===== config.mk =====
export PLATFORM = sky130hd
export DESIGN_NAME = regfile_wb_ctrl
export DESIGN_NICKNAME = d
export VERILOG_FILES = /design/src/rtl/regfile_wb_ctrl.sv
export SDC_FILE = /design/constraint.sdc
export NUM_CORES = 1
export LEC_CHECK = 0
export ABC_AREA = 1
export CAP_MARGIN = 20
export CORE_AREA = 2 2 187 189
export CTS_CLUSTER_SIZE = 14
export DETAILED_ROUTE_END_ITERATION = 7
export DIE_AREA = 0 0 189 191
export GPL_TIMING_DRIVEN = 0
export PLACE_DENSITY = 0.84
export SLEW_MARGIN = 0
export SYNTH_ARGS = -nofsm -noshare
export SYNTH_HDL_FRONTEND = slang
export SYNTH_SLANG_ARGS = --single-unit

===== constraint.sdc =====
create_clock -name clk -period 1.89 [get_ports clk]
set_clock_uncertainty 0.2 [all_clocks]
set_input_delay 0.189 -clock clk [delete_from_list [all_inputs] [get_ports clk]]
set_output_delay 0.189 -clock clk [all_outputs]
set_load 0.02 [all_outputs]

===== src/rtl/regfile_wb_ctrl.sv =====
// Register-file write-back arbiter: ALU > LSU FIFO head > direct LSU, plus a per-register busy scoreboard.
// Optional macro WB_BYPASS_EN: forwards the write-back value to op1/op2 and clears busy bits one edge earlier.
module regfile_wb_ctrl #(
   parameter int unsigned XLEN      = 64,
   parameter int unsigned LSU_DEPTH = 2
) (
   input  logic            clk,
   input  logic            rst_n,
   input  logic            iss_valid,
   input  logic            iss_wen,
   input  logic [4:0]      iss_rd,
   input  logic [4:0]      chk_rs1,
   input  logic [4:0]      chk_rs2,
   output logic            chk_busy1,
   output logic            chk_busy2,
   input  logic            alu_valid,
   input  logic [4:0]      alu_rd,
   input  logic [XLEN-1:0] alu_data,
   input  logic            lsu_valid,
   output logic            lsu_ready,
   input  logic [4:0]      lsu_rd,
   input  logic [XLEN-1:0] lsu_data,
   output logic            rf_wen,
   output logic [4:0]      rf_rd,
   output logic [XLEN-1:0] rf_wdata,
   input  logic [XLEN-1:0] rf_rdata1,
   input  logic [XLEN-1:0] rf_rdata2,
   output logic [XLEN-1:0] op1,
   output logic [XLEN-1:0] op2
);

   localparam int unsigned PW = $clog2(LSU_DEPTH);
   localparam int unsigned CW = PW + 1;

   logic [4:0]      fifo_rd_q   [LSU_DEPTH];
   logic [4:0]      fifo_rd_d   [LSU_DEPTH];
   logic [XLEN-1:0] fifo_data_q [LSU_DEPTH];
   logic [XLEN-1:0] fifo_data_d [LSU_DEPTH];
   logic [PW-1:0]   wr_ptr_q, wr_ptr_d;
   logic [PW-1:0]   rd_ptr_q, rd_ptr_d;
   logic [CW-1:0]   cnt_q, cnt_d;
   logic            rf_wen_q, rf_wen_d;
   logic [4:0]      rf_rd_q, rf_rd_d;
   logic [XLEN-1:0] rf_wdata_q, rf_wdata_d;
   logic [31:0]     busy_q, busy_d;

   logic            lsu_xfer, fifo_empty, push, pop;
   logic            sel_valid;
   logic [4:0]      sel_rd;
   logic [XLEN-1:0] sel_data;
   logic            clr_en;
   logic [4:0]      clr_rd;

   assign lsu_ready  = (cnt_q != CW'(LSU_DEPTH));
   assign fifo_empty = (cnt_q == '0);
   assign lsu_xfer   = lsu_valid && lsu_ready;

   always_comb begin
      sel_valid = 1'b0;
      sel_rd    = '0;
      sel_data  = '0;
      pop       = 1'b0;
      push      = 1'b0;
      if (alu_valid) begin
         sel_valid = 1'b1;
         sel_rd    = alu_rd;
         sel_data  = alu_data;
         push      = lsu_xfer;
      end else if (!fifo_empty) begin
         sel_valid = 1'b1;
         sel_rd    = fifo_rd_q[rd_ptr_q];
         sel_data  = fifo_data_q[rd_ptr_q];
         pop       = 1'b1;
         push      = lsu_xfer;
      end else if (lsu_xfer) begin
         sel_valid = 1'b1;
         sel_rd    = lsu_rd;
         sel_data  = lsu_data;
      end
   end

   always_comb begin
      fifo_rd_d   = fifo_rd_q;
      fifo_data_d = fifo_data_q;
      wr_ptr_d    = wr_ptr_q;
      rd_ptr_d    = rd_ptr_q;
      if (push) begin
         fifo_rd_d[wr_ptr_q]   = lsu_rd;
         fifo_data_d[wr_ptr_q] = lsu_data;
         wr_ptr_d              = wr_ptr_q + 1'b1;
      end
      if (pop) begin
         rd_ptr_d = rd_ptr_q + 1'b1;
      end
      cnt_d = cnt_q + CW'(push) - CW'(pop);
   end

   // rd==0 results are consumed but leave the write port and its last address/data untouched
   always_comb begin
      rf_wen_d   = sel_valid && (sel_rd != '0);
      rf_rd_d    = rf_rd_q;
      rf_wdata_d = rf_wdata_q;
      if (rf_wen_d) begin
         rf_rd_d    = sel_rd;
         rf_wdata_d = sel_data;
      end
   end

`ifdef WB_BYPASS_EN
   assign clr_en = rf_wen_d;
   assign clr_rd = sel_rd;
   assign op1    = (rf_wen_q && (rf_rd_q == chk_rs1) && (chk_rs1 != '0)) ? rf_wdata_q : rf_rdata1;
   assign op2    = (rf_wen_q && (rf_rd_q == chk_rs2) && (chk_rs2 != '0)) ? rf_wdata_q : rf_rdata2;
`else
   // Clear on the edge after rf_wen, once the regfile holds the new value
   assign clr_en = rf_wen_q;
   assign clr_rd = rf_rd_q;
   assign op1    = rf_rdata1;
   assign op2    = rf_rdata2;
`endif

   always_comb begin
      busy_d = busy_q;
      if (clr_en) begin
         busy_d[clr_rd] = 1'b0;
      end
      if (iss_valid && iss_wen && (iss_rd != '0)) begin
         busy_d[iss_rd] = 1'b1;
      end
      busy_d[0] = 1'b0;
   end

   assign chk_busy1 = (chk_rs1 != '0) && busy_q[chk_rs1];
   assign chk_busy2 = (chk_rs2 != '0) && busy_q[chk_rs2];
   assign rf_wen    = rf_wen_q;
   assign rf_rd     = rf_rd_q;
   assign rf_wdata  = rf_wdata_q;

   always_ff @(posedge clk or negedge rst_n) begin
      if (!rst_n) begin
         fifo_rd_q   <= '{default: '0};
         fifo_data_q <= '{default: '0};
         wr_ptr_q    <= '0;
         rd_ptr_q    <= '0;
         cnt_q       <= '0;
         rf_wen_q    <= 1'b0;
         rf_rd_q     <= '0;
         rf_wdata_q  <= '0;
         busy_q      <= '0;
      end else begin
         fifo_rd_q   <= fifo_rd_d;
         fifo_data_q <= fifo_data_d;
         wr_ptr_q    <= wr_ptr_d;
         rd_ptr_q    <= rd_ptr_d;
         cnt_q       <= cnt_d;
         rf_wen_q    <= rf_wen_d;
         rf_rd_q     <= rf_rd_d;
         rf_wdata_q  <= rf_wdata_d;
         busy_q      <= busy_d;
      end
   end

endmodule

==> flow_summary.toml, run 1 <==
[cts]
cts_tree = "done"
clk_pin_slew_ns = 0.06
cts_sinks = 243
cts_buffers = 25
worstSkewPairLatency_ns = 0.52
h-tree-depth = 1
clk_path_buf_depth = 3
cts_root_buffer = "clkbuf_16"

[hold_path]
hold_depth = 3
hp-class = "in -> reg"

[synth]
synth_top_area_share_pct = 46.52
synth_adder_area_share_pct = 0.1915
synth_top_family_by_area = "simple AND/OR/NAND/NOR gates"
synth_xor_area_share_pct = 0.2010
synth_area_leaders = "dfrtp_1, nand2_1, buf_4"
synth-simple-area-share_pct = 25.77
yosys.cell_count.top_type = "nand2_1"
ys_async_sr_fraction_pct = 100.0
synth_top_cell_by_area = "dfrtp_1"
synth.avg_cell_area_um2 = 7.657
yosys.cell_types.count = 32
synthMuxAreaShare_pct = 0
synth_compound_area_share_pct = 13.11
ys.flop_type = "dfrtp_1"
syn_inst = 1707
syn-num-nets = 1996
synth_edf_count = 0
syn_area_um2 = 13070
synth_seq_area_share_pct = 46.52
synth_warnings = 0
synth_seq_cells = 243
synth_common_cells = "nand2_1, dfrtp_1, o21ai_0"

[global_route]
overflow = 0
antenna_found_initial = 6
grt_use_total_pct = 28.80
grt_pass1_vias = 13540
grt_pass1_wl_mm = 79.83
grt_max_degree = 115

[worst_setup_path]
cp-end-kind = "flip-flop"
ff2ff_path_depth = 12
criticalPathCategory = "reg -> reg"
cp_max_fo = 10
start_kind = "flip-flop"
arrival_ns = 2.40
crit_required_ns = 2.09

[sta]
drv_slew = 0
hold_violations = 0
fin_ws_ns = -0.3006
period_share_pct = 115.9
max_freq_mhz = 456.5
finalCriticalPeriod_ns = 2.191
rsz0062_at_grt = "yes"
relSlewSlack_pct = 33.84
setup_violations = 75
finalSetupTns_ns = -18.64
worst_pin_slew_ns = 0.9925

[power_and_ir_drop]
ir_worst_vdd_mv = 1.030
power.internal_mw = 16.57
pwr-share-seq_pct = 32.8
switchingPower_mw = 11.55
p_leak_nw = 9.670
power_frac_comb_pct = 46.9
power_density_nw_per_um2 = 1455
clkPwrFrac_pct = 20.3
swShare_pct = 41.08

[die]
start_util_pct = 38.31
rows = 68
ios = 488
die_area_um2 = 36100
core_um2 = 34120
die_w_um = 189
die_y_um = 191

[drt]
first_pass_iters = 6
drtAntennaViolNets = 0
vias_per_cell = 5.297
wl_per_cell_um = 20.76
dr_total_vias = 13820
drc = 0
drt-total-wl_mm = 54.16
dr.first_iter.drc_count = 1424

[place]
routabilityCongestion = 0.9472
hpwl_mm = 40.30
place_area_um2 = 17260
place_ws_ns = -0.8925
port_buffers = 356

[cells_and_area]
num-fill-cells = 2952
fin_area_um2 = 19330
seqCellArea_um2 = 6082
synthToLayoutAreaGrowth_pct = 47.88
fin_nets = 2421
finish.utilization_pct = 56.65
multi_input_area_um2 = 5338
drive_gt1_share_pct = 17.03

[job]
cap_violations = 0

[status]
status = "finished, violations left"
violations = "negative setup slack"
-- layout by cell type, fill, tap and decap left out, types with 6 or more instances in the layout --
cell and instances:
buf_12 11, buf_2 19, buf_4 158, buf_6 16, buf_8 13, bufinv_16 7
clkbuf_1 16, clkbuf_16 30, clkbuf_2 18, clkbuf_4 9, clkbuf_8 11, clkdlybuf4s50_1 280
dfrtp_1 242, dlygate4sd2_1 50, dlymetal6s2s_1 22, inv_1 103, inv_2 7, nand2_1 649
nand2_2 24, nand3_1 37, nand4_1 79, nor2_1 6, nor2_4 8, o211ai_1 75
o21ai_0 118, o21ai_1 82, o21ai_2 6
-- path summary, 6_finish.rpt --
kind                                  from              end  slack (ns)
hold / removal                 lsu_data[2]  fifo_data_q[66]        0.06
setup / recovery                  cnt_q[1]     rf_wdata[42]       -0.30
hold reg to reg            fifo_data_q[46]  fifo_data_q[46]        0.28
max in group asynchronous            rst_n         cnt_q[1]        0.41
setup reg to reg                  cnt_q[1]     rf_wdata[42]       -0.30
min in group asynchronous            rst_n     rf_wdata[34]        0.08
-- power by group through the flow --
stage	Combinational, mW	Clock [mW]	Sequential, mW
floorplan	6.18	0	9.65
global placement	11.2	0	9.08
detailed placement	11.5	0	9.17
CTS	12.6	5.71	9.12
global route	14.4	5.92	9.45
finish	13.2	5.71	9.21
-- final cells by class --
class | count | area share [%]
Clock buffer | 34 | 3.670
Buffer | 225 | 9.212
Inverter | 116 | 2.337
Tap cell | 455 | 2.945
Antenna cell | 5 | 0.06473
Multi-Input combinational cell | 1120 | 27.62
Sequential cell | 243 | 31.47
Clock inverter | 10 | 1.185
Timing Repair Buffer | 401 | 21.50
-- worst max-delay path, cell delays in order, from the launching register on --
cell and delay (ns):
dfrtp_2 0.45, nor2_4 0.18, buf_6 0.12, nor2_4 0.05, nand2_1 0.09, nand3_2 0.12, nor2_4 0.15, buf_12 0.14
nand3_4 0.11, buf_12 0.18, buf_8 0.15, nand2_1 0.06, nand2_1 0.06
-- metrics by stage --
stage	total power, mW	hold WS, ns	instances
6_report	28.12	0.06283	2609
5_1_grt	29.75	0.08485	2607
4_1_cts	27.42	0.04520	2597
3_5_place_dp	20.69	-0.1618	2520
3_3_place_gp	20.27	0.2659	2518
2_1_floorplan	15.82	-0.3066	1707
-- state kept, by name (all words and copies together), names as in the netlist --
register	flops
rf_wdata	64
rf_rd	5
rd_ptr_q	1
cnt_q	2
fifo_rd_q	10
rf_wen	1
wr_ptr_q	1
busy_q	31
fifo_data_q	128
-- cell families after synthesis --
family          count (synthesis)
flops                         243
simple gates                  816
compound gates                299
buf+inv                       344
xor+xnor                        3
fa+ha+maj                       2
-- what timing repair did --
item,CTS,global route
setup endpoints to repair,252,189
hold buffers,2,0
setup buffers,28,8
pin swaps,37,16
cloned,3,1
resized for setup,229,110
endpoints found under the hold margin,135,0
-- metal layers --
| layer | GRT usage [%] | vias to the layer above | share of wire, % |
|---|---|---|---|
| li1 | - | 6281 | - |
| met1 | 35.42 | 6577 | 38 |
| met2 | 48.53 | 804 | 48 |
| met3 | 7.233 | 154 | 9.8 |
| met4 | 11.33 | 4 | 4.4 |
| met5 | 0 | - | 0.059 |
No activity file was read; power rests on OpenSTA's default activity.
==> inputs of run 2 (changes only) <==
SLEW_MARGIN = not set   (was 0)
==> results of run 2 <==
No change in the layout: final DEF, timing and power equal those of run 1.
==> RTL change: new RTL, config.mk and constraints of run 2 <==
Add a define of `WB_BYPASS_EN`.
--- a/src/rtl/regfile_wb_ctrl.sv
+++ b/src/rtl/regfile_wb_ctrl.sv
@@ -2,2 +2,4 @@
 // Optional macro WB_BYPASS_EN: forwards the write-back value to op1/op2 and clears busy bits one edge earlier.
+`define WB_BYPASS_EN
+
 module regfile_wb_ctrl #(
Function: changed (a bounded check fails within 4 cycles, from zero or initial values and one cycle with rst_n low).
==> RTL change against run 2 <==
The flow still finishes with violations (negative setup slack); sequential cell count is the same; cell count rose by 26%; via count up 36%; design area increased by 32%; non-clock buffer count increased by 126; setup slack worse by 0.69 ns; power grew 31%; routed wire length grew 32%; synthesized area is 9.8% higher; critical path type is now flip-flop to primary output; largest cell class is now multi-input combinational cells; highest routed layer unchanged.
==> RTL change: results (changes against run 2) <==
Yosys
  – Primary FF master, synth: dfrtp_1
  – Yosys cell types: 29 (-9.4%)
  – Syn nets: 2453 (+23%)
  – Commonest cells in the synthesized netlist: nand2_1 (926), o21ai_0 (260), dfrtp_1 (243), inv_1 (174)
  – Asr flop ratio synth: 100% (unchanged)
  – Ys Warns: 0 (unchanged)
  – Top post-synthesis cells by area: dfrtp_1 (42%), nand2_1 (24%), o21ai_0 (9.1%), nand3_1 (5.0%), inv_1 (4.6%)
  – Post-synthesis sequential area ratio: 42.4% (-4.1 points)
  – Post-synthesis cell count: 2164 (+27%)

STA
  – Final worst slack: -0.996 ns (-0.695 ns)
  – Final Max Slew Viols: 0 (unchanged)
  – TNS Setup: -144.58 ns (-125.94 ns)
  – Worst-margin pin slew: 1.14 ns (+0.146 ns)
  – Final setup fails: 340 (+350%)

Clocking
  – Post_cts resized: 1023 (+350%)
  – Worst-skew pair later-pin latency: 0.54 ns (+0.02 ns)
  – Postcts setup bufs: 32 (+14%)
  – Root Buffer: clkbuf_16
  – Clock Path Buffers: 3 (unchanged)
  – # hold bufs at CTS: 4 (+2)
  – Number of CTS-inserted buffers: 27 (+8.0%)
  – Clock transition at path regs: 0.06 ns (about the same)
  – H-tree depth: 1 (unchanged)

Pwr
  – Combinational share of power: 58.3% (+11 points)
  – Combinational power: 21.4 mW (+62%)
  – Power Clock: 5.66 mW (-0.9%)
  – Max IR drop VDD: 705 uV (-32%)
  – Internal Power: 20.2 mW (+22%)
  – Leak pwr: 13.3 nW (+38%)

Run status
  – Failing checks: negative setup slack
  – Status: complete, but fails checks

Placement
  – HPWL Detailed: 42200 um (+4.8%)
  – Number of buffers added on ports: 483 (+36%)
  – GPL Wtd Cong: 0.903 (-4.6%)
  – Dpl cell area: 20100 um^2 (+16%)
  – Dpl ws: -1.77 ns (-0.876 ns)
  – DP Cell Count: 3104 (+23%)

Drt
  – DR vias: 18700 (+36%)
  – Routed wire length: 71400 um (+32%)
  – Detailed Routing Iterations Pass 1: 6 (unchanged)
  – Average wire per standard cell: 21.7 um (+4.5%)
  – First DRT Iteration DRCs: 2001 (+41%)

GRT
  – First-pass GRT wire length: 93100 um (+17%)
  – Largest net degree at the start of global routing: 116 (+0.87%)
  – Initial antenna violation count: 4 (-2)
  – Vias in the first global route: 17300 (+27%)
  – Overall global routing resource usage: 32.6% (+3.8 points)

Final layout
  – Area grow syn2layout: 78.3%
  – Top reg by flops: fifo_data_q
  – Layout cell share with drive strength beyond 1: 26.9% (+9.8 points)
  – Fill cells: 2122 (-28%)
  – Max reg flops: 128 (unchanged)

Critical path
  – Crit path max-delay family: buffers and inverters
  – Arrival time worst endpoint: 2.50 ns (+0.10 ns)
  – Crit-path max cell delay: 0.42 ns (-0.03 ns)
  – Worst path slowest cell: dfrtp_1
  – Crit-path max FO: 8 (-2)

Min path
  – Worst hold path type: primary input to flip-flop
-- RTL change: cell types whose count changed after synthesis, moves of 10 or more --
cell and delta:
nor3_1 +10, nand4_1 -74, inv_1 +65, buf_2 +22
clkbuf_1 +18, o21bai_1 +70, nor2_1 +132, nand3_1 +102
nand2_1 +253, o211ai_1 -67, o21ai_1 -54, o21ai_0 +125
buf_4 -127
-- RTL change: metal layers --
| layer | wire [um] | track usage, % | up-vias |
|---|---|---|---|
| li1 | - | - | 8130 |
| met1 | 26100 | 41.4 | 8911 |
| met2 | 33900 | 54.3 | 1354 |
| met3 | 6680 | 5.45 | 341 |
| met5 | 15 | 0 | - |
| met4 | 4780 | 15.3 | 2 |
-- RTL change: kinds of logic (layout without fill, tap and decap cells) --
family	Yosys count	count (layout)	share of synthesized area (%)
DFF	243	243	42.4
other	0	3	0
adders and majority gates	2	2	0.174
and+or+nand+nor	1243	1243	34.4
xor gates and xnor gates	6	6	0.366
AOI/OAI and AO/OA	360	360	14.0
buffers and inverters	310	979	8.71
-- RTL change: worst paths after layout --
path	slack, ns	to	from	cells after the start
setup / recovery	-1.0	op2[23]	rf_rd[2]	11
hold / removal	0.02	rf_rd[1]	alu_valid	5
setup reg to reg	-0.43	rf_wdata[35]	cnt_q[0]	13
hold reg to reg	0.29	fifo_data_q[3]	fifo_data_q[3]	2
max in group asynchronous	0.49	fifo_data_q[54]	rst_n	4
min in group asynchronous	0.05	rf_wdata[17]	rst_n	3
-- RTL change: final cells by class --
cell class                 instances  share of cell area [%]
antenna                            3                  0.0294
multi-input combinational       1611                    34.6
buffer                           128                    5.65
clock inverter                    16                   0.763
sequential                       243                    23.8
tap                              455                    2.23
inverter                         177                    2.64
clock buffer                      34                    2.90
timing repair buffer             624                    27.4
